--- src/rtl/bist_pkg.sv ---
// bist_pkg: shared definitions for the logic BIST engine.
//   bist_state_t  : controller state encoding
//   DEF_*_TAPS    : default Fibonacci LFSR and MISR feedback masks
//   cnt_width()   : width for a counter that must hold a given terminal value
package bist_pkg;

    typedef enum logic [2:0] {
        ST_IDLE,
        ST_SEED,
        ST_SHIFT,
        ST_CAPTURE,
        ST_UNLOAD,
        ST_COMPARE,
        ST_DONE
    } bist_state_t;

    localparam logic [15:0] DEF_LFSR_TAPS = 16'hB400;
    localparam logic [20:0] DEF_MISR_TAPS = 21'h140000;

    // One spare bit over clog2 so the terminal value itself is representable
    // and a counter can never wrap inside a test.
    function automatic int cnt_width(input int terminal);
        return $clog2(terminal) + 1;
    endfunction

endpackage

--- src/rtl/bist_misr.sv ---
// bist_misr: multiple-input signature register.
//   clk, rst_n : clock, asynchronous active-low reset (clears the signature)
//   clear      : synchronous clear to zero (test seeding)
//   enable     : compact data_in into the signature this cycle
//   data_in    : WIDTH-bit parallel input, already zero-extended by the caller
//   signature  : current register contents
module bist_misr
    import bist_pkg::*;
#(
    parameter int               WIDTH = 21,
    parameter logic [WIDTH-1:0] TAPS  = WIDTH'(DEF_MISR_TAPS)
) (
    input  logic             clk,
    input  logic             rst_n,
    input  logic             clear,
    input  logic             enable,
    input  logic [WIDTH-1:0] data_in,
    output logic [WIDTH-1:0] signature
);

    logic feedback;

    assign feedback = ^(signature & TAPS);

    always_ff @(posedge clk or negedge rst_n) begin
        if (!rst_n) begin
            signature <= '0;
        end else if (clear) begin
            signature <= '0;
        end else if (enable) begin
            signature <= {signature[WIDTH-2:0], feedback} ^ data_in;
        end
    end

endmodule

--- src/rtl/bist_engine.sv ---
// bist_engine: scan-based logic BIST controller.
//   clk, rst_n    : clock, asynchronous active-low reset
//   bist_start    : level request; sampled only in IDLE (and DONE, to leave it)
//   func_pi       : functional primary inputs, passed to cut_pi when idle
//   cut_pi        : CUT primary inputs (LFSR bits above the chain bits while running)
//   cut_scan_en   : scan enable, high during SHIFT and UNLOAD
//   cut_scan_in   : chain inputs, LFSR[N_CH-1:0]
//   cut_scan_out  : chain outputs, compacted into the MISR
//   cut_po        : CUT primary outputs, compacted into the MISR
//   running       : test in progress (any state but IDLE/DONE)
//   bist_end      : test complete (DONE)
//   pass_fail     : final signature matched GOLDEN
//   signature     : live MISR contents
module bist_engine
    import bist_pkg::*;
#(
    parameter int                N_CH      = 2,
    parameter int                N_PI      = 3,
    parameter int                N_PO      = 2,
    parameter int                LFSR_W    = 16,
    parameter logic [LFSR_W-1:0] LFSR_TAPS = LFSR_W'(DEF_LFSR_TAPS),
    parameter int                MISR_W    = 21,
    parameter logic [MISR_W-1:0] MISR_TAPS = MISR_W'(DEF_MISR_TAPS),
    parameter int                SHIFT_LEN = 4,
    parameter int                N_PAT     = 8,
    parameter logic [LFSR_W-1:0] SEED      = LFSR_W'(1),
    parameter logic [MISR_W-1:0] GOLDEN    = '0
) (
    input  logic              clk,
    input  logic              rst_n,
    input  logic              bist_start,
    input  logic [N_PI-1:0]   func_pi,
    output logic [N_PI-1:0]   cut_pi,
    output logic              cut_scan_en,
    output logic [N_CH-1:0]   cut_scan_in,
    input  logic [N_CH-1:0]   cut_scan_out,
    input  logic [N_PO-1:0]   cut_po,
    output logic              running,
    output logic              bist_end,
    output logic              pass_fail,
    output logic [MISR_W-1:0] signature
);

    localparam int SC_W = cnt_width(SHIFT_LEN);
    localparam int PC_W = cnt_width(N_PAT);

    localparam logic [SC_W-1:0] SC_LAST = SC_W'(SHIFT_LEN - 1);
    localparam logic [PC_W-1:0] PC_TERM = PC_W'(N_PAT);

    // An all-zero seed would lock the LFSR, so it is replaced by 1.
    localparam logic [LFSR_W-1:0] SEED_EFF = (SEED == '0) ? LFSR_W'(1) : SEED;

    bist_state_t       state;
    bist_state_t       state_next;
    logic [LFSR_W-1:0] lfsr;
    logic [LFSR_W-1:0] lfsr_step;
    logic [SC_W-1:0]   shift_cnt;
    logic [PC_W-1:0]   pat_cnt;
    logic [PC_W-1:0]   pat_inc;
    logic              shift_last;
    logic              misr_clear;
    logic              misr_enable;
    logic [MISR_W-1:0] misr_in;

    assign lfsr_step  = {lfsr[LFSR_W-2:0], ^(lfsr & LFSR_TAPS)};
    assign shift_last = (shift_cnt == SC_LAST);
    assign pat_inc    = pat_cnt + PC_W'(1);

    // FSM state register
    always_ff @(posedge clk or negedge rst_n) begin
        if (!rst_n) begin
            state <= ST_IDLE;
        end else begin
            state <= state_next;
        end
    end

    // FSM next-state logic
    always_comb begin
        state_next = state;
        case (state)
            ST_IDLE:    if (bist_start) state_next = ST_SEED;
            ST_SEED:    state_next = ST_SHIFT;
            ST_SHIFT:   if (shift_last) state_next = ST_CAPTURE;
            ST_CAPTURE: state_next = (pat_inc == PC_TERM) ? ST_UNLOAD : ST_SHIFT;
            ST_UNLOAD:  if (shift_last) state_next = ST_COMPARE;
            ST_COMPARE: state_next = ST_DONE;
            ST_DONE:    if (!bist_start) state_next = ST_IDLE;
            default:    state_next = ST_IDLE;
        endcase
    end

    // FSM outputs, decoded from the current state only
    always_comb begin
        running     = (state != ST_IDLE) && (state != ST_DONE);
        bist_end    = (state == ST_DONE);
        cut_scan_en = (state == ST_SHIFT) || (state == ST_UNLOAD);
        misr_clear  = (state == ST_SEED);
        misr_enable = (state == ST_SHIFT) || (state == ST_CAPTURE) || (state == ST_UNLOAD);
    end

    // Pattern generator, counters and verdict
    always_ff @(posedge clk or negedge rst_n) begin
        if (!rst_n) begin
            lfsr      <= LFSR_W'(1);
            shift_cnt <= '0;
            pat_cnt   <= '0;
            pass_fail <= 1'b0;
        end else begin
            case (state)
                ST_SEED: begin
                    lfsr      <= SEED_EFF;
                    shift_cnt <= '0;
                    pat_cnt   <= '0;
                    pass_fail <= 1'b0;
                end
                ST_SHIFT, ST_UNLOAD: begin
                    lfsr      <= lfsr_step;
                    shift_cnt <= shift_last ? '0 : shift_cnt + SC_W'(1);
                end
                ST_CAPTURE: begin
                    pat_cnt <= pat_inc;
                end
                ST_COMPARE: begin
                    pass_fail <= (signature == GOLDEN);
                end
                default: ;
            endcase
        end
    end

    assign cut_scan_in = lfsr[N_CH-1:0];
    assign cut_pi      = running ? lfsr[N_CH+N_PI-1:N_CH] : func_pi;

    // Chain outputs occupy the low bits, primary outputs sit directly above.
    always_comb begin
        misr_in                  = '0;
        misr_in[N_CH+N_PO-1:0]   = {cut_po, cut_scan_out};
    end

    bist_misr #(
        .WIDTH (MISR_W),
        .TAPS  (MISR_TAPS)
    ) u_misr (
        .clk       (clk),
        .rst_n     (rst_n),
        .clear     (misr_clear),
        .enable    (misr_enable),
        .data_in   (misr_in),
        .signature (signature)
    );

endmodule

--- config.mk ---
export PLATFORM = sky130hd
export DESIGN_NAME = bist_engine
export DESIGN_NICKNAME = d
export VERILOG_FILES = /design/src/rtl/bist_pkg.sv /design/src/rtl/bist_misr.sv /design/src/rtl/bist_engine.sv
export SDC_FILE = /design/constraint.sdc
export NUM_CORES = 1
export LEC_CHECK = 0
export BUFFER_PORTS_ARGS = -buffer_cell sky130_fd_sc_hd__buf_2
export CAP_MARGIN = 10
export CORE_ASPECT_RATIO = 0.7
export CORE_UTILIZATION = 59
export DETAILED_ROUTE_END_ITERATION = 16
export GPL_TIMING_DRIVEN = 0
export HOLD_SLACK_MARGIN = 0.15
export PLACE_DENSITY = 0.83
export SLEW_MARGIN = 20
export SYNTH_ARGS = -nofsm -noshare
export SYNTH_HDL_FRONTEND = slang
export SYNTH_SLANG_ARGS = --single-unit
--- constraint.sdc ---
create_clock -name clk -period 2.6 [get_ports clk]
set_input_delay 0.39 -clock clk [delete_from_list [all_inputs] [get_ports clk]]
set_output_delay 0.39 -clock clk [all_outputs]
set_load 0.005 [all_outputs]
Yosys cells after proc, flatten, opt, wreduce, memory -nomap -nowiden

Cells that the tools add are included.
Widths: inputs -> output; s select.

Register bits: 48
Output and inout port bits: 30
Bits in latches: 0
Memories kept: 0
Bits in writable memories: 0
Bits of input ports: 10
ROM bits: 0
Word-level logic and storage cells: 51

Order comparisons: 0
Reductions and logical operators: 15
$add $sub $neg: 2
Divide/modulo/power cells: 0
Shifts and indexed selects: 0
Mux-type cells: 14
Eq/ne operators: 13
Bitwise operators: 1
Multiply operators: 0

Operator list:

| operator            | count |
|---|---|
| $mux 21             | 2 |
| $pmux 16 s2         | 1 |
| $logic_not 21->1    | 1 |
| $mux 3              | 7 |
| $pmux 3 s7          | 1 |
| $reduce_xor 21->1   | 1 |
| $xor 21x4->21       | 1 |
| $reduce_xor 16->1   | 1 |
| $eq 3x2->1 const B  | 3 |
| $eq 3x3->1 const B  | 3 |
| $ne 2x2->1 const B  | 4 |
| $pmux 4 s2          | 1 |
| $reduce_bool 2->1   | 4 |
| $pmux 3 s2          | 1 |
| $add 4x1->4 const B | 1 |
| $eq 4x4->1 const B  | 1 |
| $reduce_and 4->1    | 1 |
| $add 3x1->3 const B | 1 |
| $eq 3x1->1 const B  | 1 |
| $logic_not 3->1     | 1 |
| $logic_or 1x1->1    | 3 |
| $ne 3x3->1 const B  | 1 |
| $reduce_bool 3->1   | 1 |
| $pmux 1 s2          | 1 |
| other kinds (2)     | 2 |

Longest topological paths before layout

Depth in word-level cells: 5
Gate-level depth with buffers: 7
Mapped depth without buffers: 5

Cells and area by module

From an unflattened synthesis, not the netlist that was laid out.

Cell total of the unflattened synthesis: 210
Area, all modules: 2336.0 um^2

Modules (own cells, without submodules):

| module      | instances | cells each | area an instance (um^2) |
|---|---|---|---|
| bist_engine | 1         | 119        | 1335.0 |
| bist_misr   | 1         | 91         | 1001.0 |

Worst setup path before layout

Ideal clock, no wire load.

Path type: register -> output
Start: reg state[1]
End: out cut_pi[0]
Slack: 939 ps
Buffers on the path: 1
Cell stages (with the launch flop): 5
Arrival time: 1271 ps
Cell sequence: dfrtp_1 > buf_2 > xor2_2 > nor2_1 > mux2_2

Longest elaborated chain between the ends: 3
Elaborated cells on any way between the ends: 4
Classes of those cells: 1 x eq/ne; 1 x mux; 2 x reduce/logical

RTL lines:

| item                                                   | line               | source |
|---|---|---|
| start, declared                                        | bist_engine.sv:53  | `bist_state_t state;` |
| start signal, assigned                                 | bist_engine.sv:74  | `state <= state_next;` |
| $ne 3x3->1 / $reduce_bool 3->1 (equally long branches) | bist_engine.sv:95  | `running = (state != ST_IDLE) && (state != ST_DONE);` |
| $logic_and 1x1->1 (*)                                  | bist_engine.sv:95  |  |
| $mux 3 (*)                                             | bist_engine.sv:133 | `assign cut_pi = running ? lfsr[N_CH+N_PI-1:N_CH] : func_pi;` |
| end, declared                                          | bist_engine.sv:33  | `output logic [N_PI-1:0] cut_pi,` |

Mark *: on every way between the ends. The rest lies on a longest branch, timed or not.

Worst setup path after layout

Start: reg state[1]
End: out cut_pi[2]

The elaborated chain is that of the path after synthesis.

==> impl_metrics.ini <==
[status]
status = finished, final reports clean

[routing]
route.vias.total = 1906
wire_per_inst_um = 14.0
drc = 0
postRouteAntennaNets = 0
avgViaCountPerCell = 5.51
routed_wl_um = 4840
drt-initial-drc-count = 175
dr.pass1.iters = 4

[floorplanning]
start_util_pct = 63.1
die_h_um = 54.0
io_pins = 40
die-area_um2 = 4110
die_w_um = 76.2
core_um2 = 3600
rows = 18

[worst_setup_path]
critPathSlowestCell = mux2_2
worstPathCellList = buf_2, xor2_2, nor2_1, mux2_2, buf_2
max_stage_delay_ns = 0.37
arrival_ns = 1.83
worstReg2RegEnd = state[1]$_DFFE_PN0P_
r2r_start = pat_cnt[0]$_DFFE_PN0P_
critical_path_class = flip-flop to output port
end_kind = output port
critPathTopFamily = multiplexers
reg2reg_slack_ns = 0.96
path_buf_inv = 2
rr_worst_depth = 5
crit_top_cell = buf_2
crit_required_ns = 2.21
critPathLaunchType = flip-flop
worstPathMaxFanout = 9

[power]
comb_power_share_pct = 35.9
irDropWorstVdd_uv = 684
p_sw_share_pct = 37.0
seqPwrFrac_pct = 46.2
internal_power_mw = 1.92
leakage_nw = 1.27
clkPwrFrac_pct = 17.9
p_switching_mw = 1.13
cellPowerDensity_nw_per_um2 = 1140

[grt]
use_met3_pct = 5.93
top_usage_layer = met2
grt_max_degree = 49
grt_pass1_vias = 1737
antenna_found_initial = 0
grt_first_pass_wirelength_um = 7820
met1_usage_pct = 33.4
use_met2_pct = 42.8
grt_overflow = 0
grt_usage_pct = 25.3

[logic_synthesis]
syn-num-nets = 261
async_flop_share_pct = 100
synth_top_family_by_area = simple AND/OR/NAND/NOR gates
synth_top_cell_area_share_pct = 51.7
synth_edf_count = 0
synth.top_cells.by_count = nand2_1 (79), dfrtp_1 (47), o21ai_0 (23)
synth.cell_area_um2 = 2270
synth.area.mux_share_pct = 2.97
yosys.area_share.simple_pct = 21.0
ys_types = 37
synth-xor-area-share_pct = 3.80
syn_avg_cell_area_um2 = 9.17
yosysMostFrequentCell = nand2_1
synth_adder_area_share_pct = 1.65
synth_cells = 248
synth_compound_area_share_pct = 12.7
ys_ff_latch = 48
yosys.area.top_type = dfrtp_1
synth_area_leaders = dfrtp_1 (52%), nand2_1 (13%), o21ai_0 (5.1%)
yosysWarnings = 0
synthFlopType = dfrtp_1
ys_seq_area_share_pct = 52.9

[sta]
hold_viol = 0
slew_viol_final = 0
finClkSkew_ns = 0.00811
grt_setup_unrepaired = no
clock.fmax_ghz = 0.450
whs_ns = 0.379
max-slew-margin-rel_pct = 60.5
tightest_slew_ns = 0.593
setup_violations = 0
finalSetupTns_ns = 0
min_period_over_period_pct = 85.4
period_needed_ns = 2.22

[worst_hold_path]
hold_class = input port to flip-flop
hold_path_depth = 3
holdPathEnd = u_misr.signature[2]$_DFFE_PN0P_
hold_start = cut_po[0]

[clock_tree]
insertion_delay_ns = 0.30
clock_path_buffers = 2
numCtsBuffers = 5
ctsResizeCount = 0
cts.clk_slew.worst_paths_ns = 0.09
cts-root-buf = clkbuf_8
tritoncts = done
htree_num_levels = 2
cts.sinks = 48

[cells_and_area]
design_area_um2 = 2660
antennaDiodeCount = 0
drive_gt1_share_pct = 24.0
stdcell_count = 346
utilization_pct = 73.9
area_growth_pct = 17.0
fin_nets = 308

[placement]
dpl.hpwl_um = 3340
dpl_cell_area_um2 = 2530
gp_congestion = 0.790
port-buffer-count = 39
place_inst = 337

[run]
maxCapViolCount = 0
-- worst register-to-register path, stage by stage, from the launching register on --
cell     delay (ns)
dfrtp_1        0.44
ha_1           0.27
or2_2          0.30
o21ai_0        0.08
a41oi_1        0.18
a31o_2         0.28
-- how the worst max path moves through the flow --
stage | start | to | slack, ns | cells after the start
finish | state[1]$_DFFE_PN0P_ | cut_pi[2] | 0.38 | 5
detailed placement | state[1]$_DFFE_PN0P_ | cut_pi[2] | 0.70 | 5
floorplan | state[1]$_DFFE_PN0P_ | cut_pi[0] | 0.94 | 4
global route | state[1]$_DFFE_PN0P_ | cut_pi[1] | 0.26 | 5
global placement | state[1]$_DFFE_PN0P_ | cut_pi[2] | 0.72 | 5
CTS | state[1]$_DFFE_PN0P_ | cut_pi[2] | 0.36 | 5
-- metal layers --
layer,part of all wire (%),vias to the layer above
met5,0,-
met4,0.85,0
met3,8.4,6
met2,45,86
met1,46,892
li1,-,922
-- layout make-up --
cell class	instances	area, um^2
Buffer	16	103
Clock buffer	5	68.8
Clock inverter	3	47.5
Fill cell	282	942
Inverter	3	11.3
Multi-Input combinational cell	181	958
Sequential cell	48	1200
Tap cell	50	62.6
Timing Repair Buffer	40	208
-- layout by cell type (no fill, tap or decap), types with 2 or more instances in the layout --
master	n
ha_1	3
clkbuf_8	5
nand3_1	2
mux2_2	3
nor3_1	2
nor4_1	4
or4_1	2
o21ai_0	23
mux2i_1	2
o21ai_1	19
buf_2	48
nand2_1	79
buf_4	3
dfrtp_1	47
a21oi_1	2
nor2b_1	2
nor2_1	7
nand2b_1	5
buf_6	3
o31ai_1	5
clkinv_4	2
xnor2_1	7
inv_1	3
-- per-stage QoR --
step | power, mW | setup WS, ns
CTS | 3.06 | 0.355
global placement | 2.44 | 0.721
finish | 3.05 | 0.379
global route | 3.28 | 0.256
detailed placement | 2.50 | 0.698
floorplan | 2.07 | 0.939
-- flip-flops by register name, indices dropped and copies added, names as in the netlist --
| register | cells |
|---|---|
| lfsr | 16 |
| pass_fail | 1 |
| pat_cnt | 4 |
| shift_cnt | 3 |
| state | 3 |
| u_misr.signature | 21 |
-- logic make-up after synthesis --
kind of cell             Yosys count
AO/OA/AOI/OAI                     53
XOR/XNOR                           9
adder cells (fa/ha/maj)            3
buffers and inverters             19
flip-flops                        48
multiplexers                       6
AND/OR/NAND/NOR                  110
-- power by group through the flow --
stage                     Combinational (mW)  Clock [mW]  Sequential (mW)
final                                   1.09       0.546             1.41
after global routing                    1.24       0.585             1.45
after CTS                               1.10       0.559             1.40
after detailed placement                1.10           0             1.41
after global placement                  1.04           0             1.39
after floorplan                        0.717           0             1.35
-- what timing repair did --
action / CTS / global route
setup endpoints to repair: 0 / 0
buffers inserted: 0 / 0
hold buffers: 0 / 1
hold endpoints to repair: 0 / 38
No activity file was read; power rests on OpenSTA's default activity.
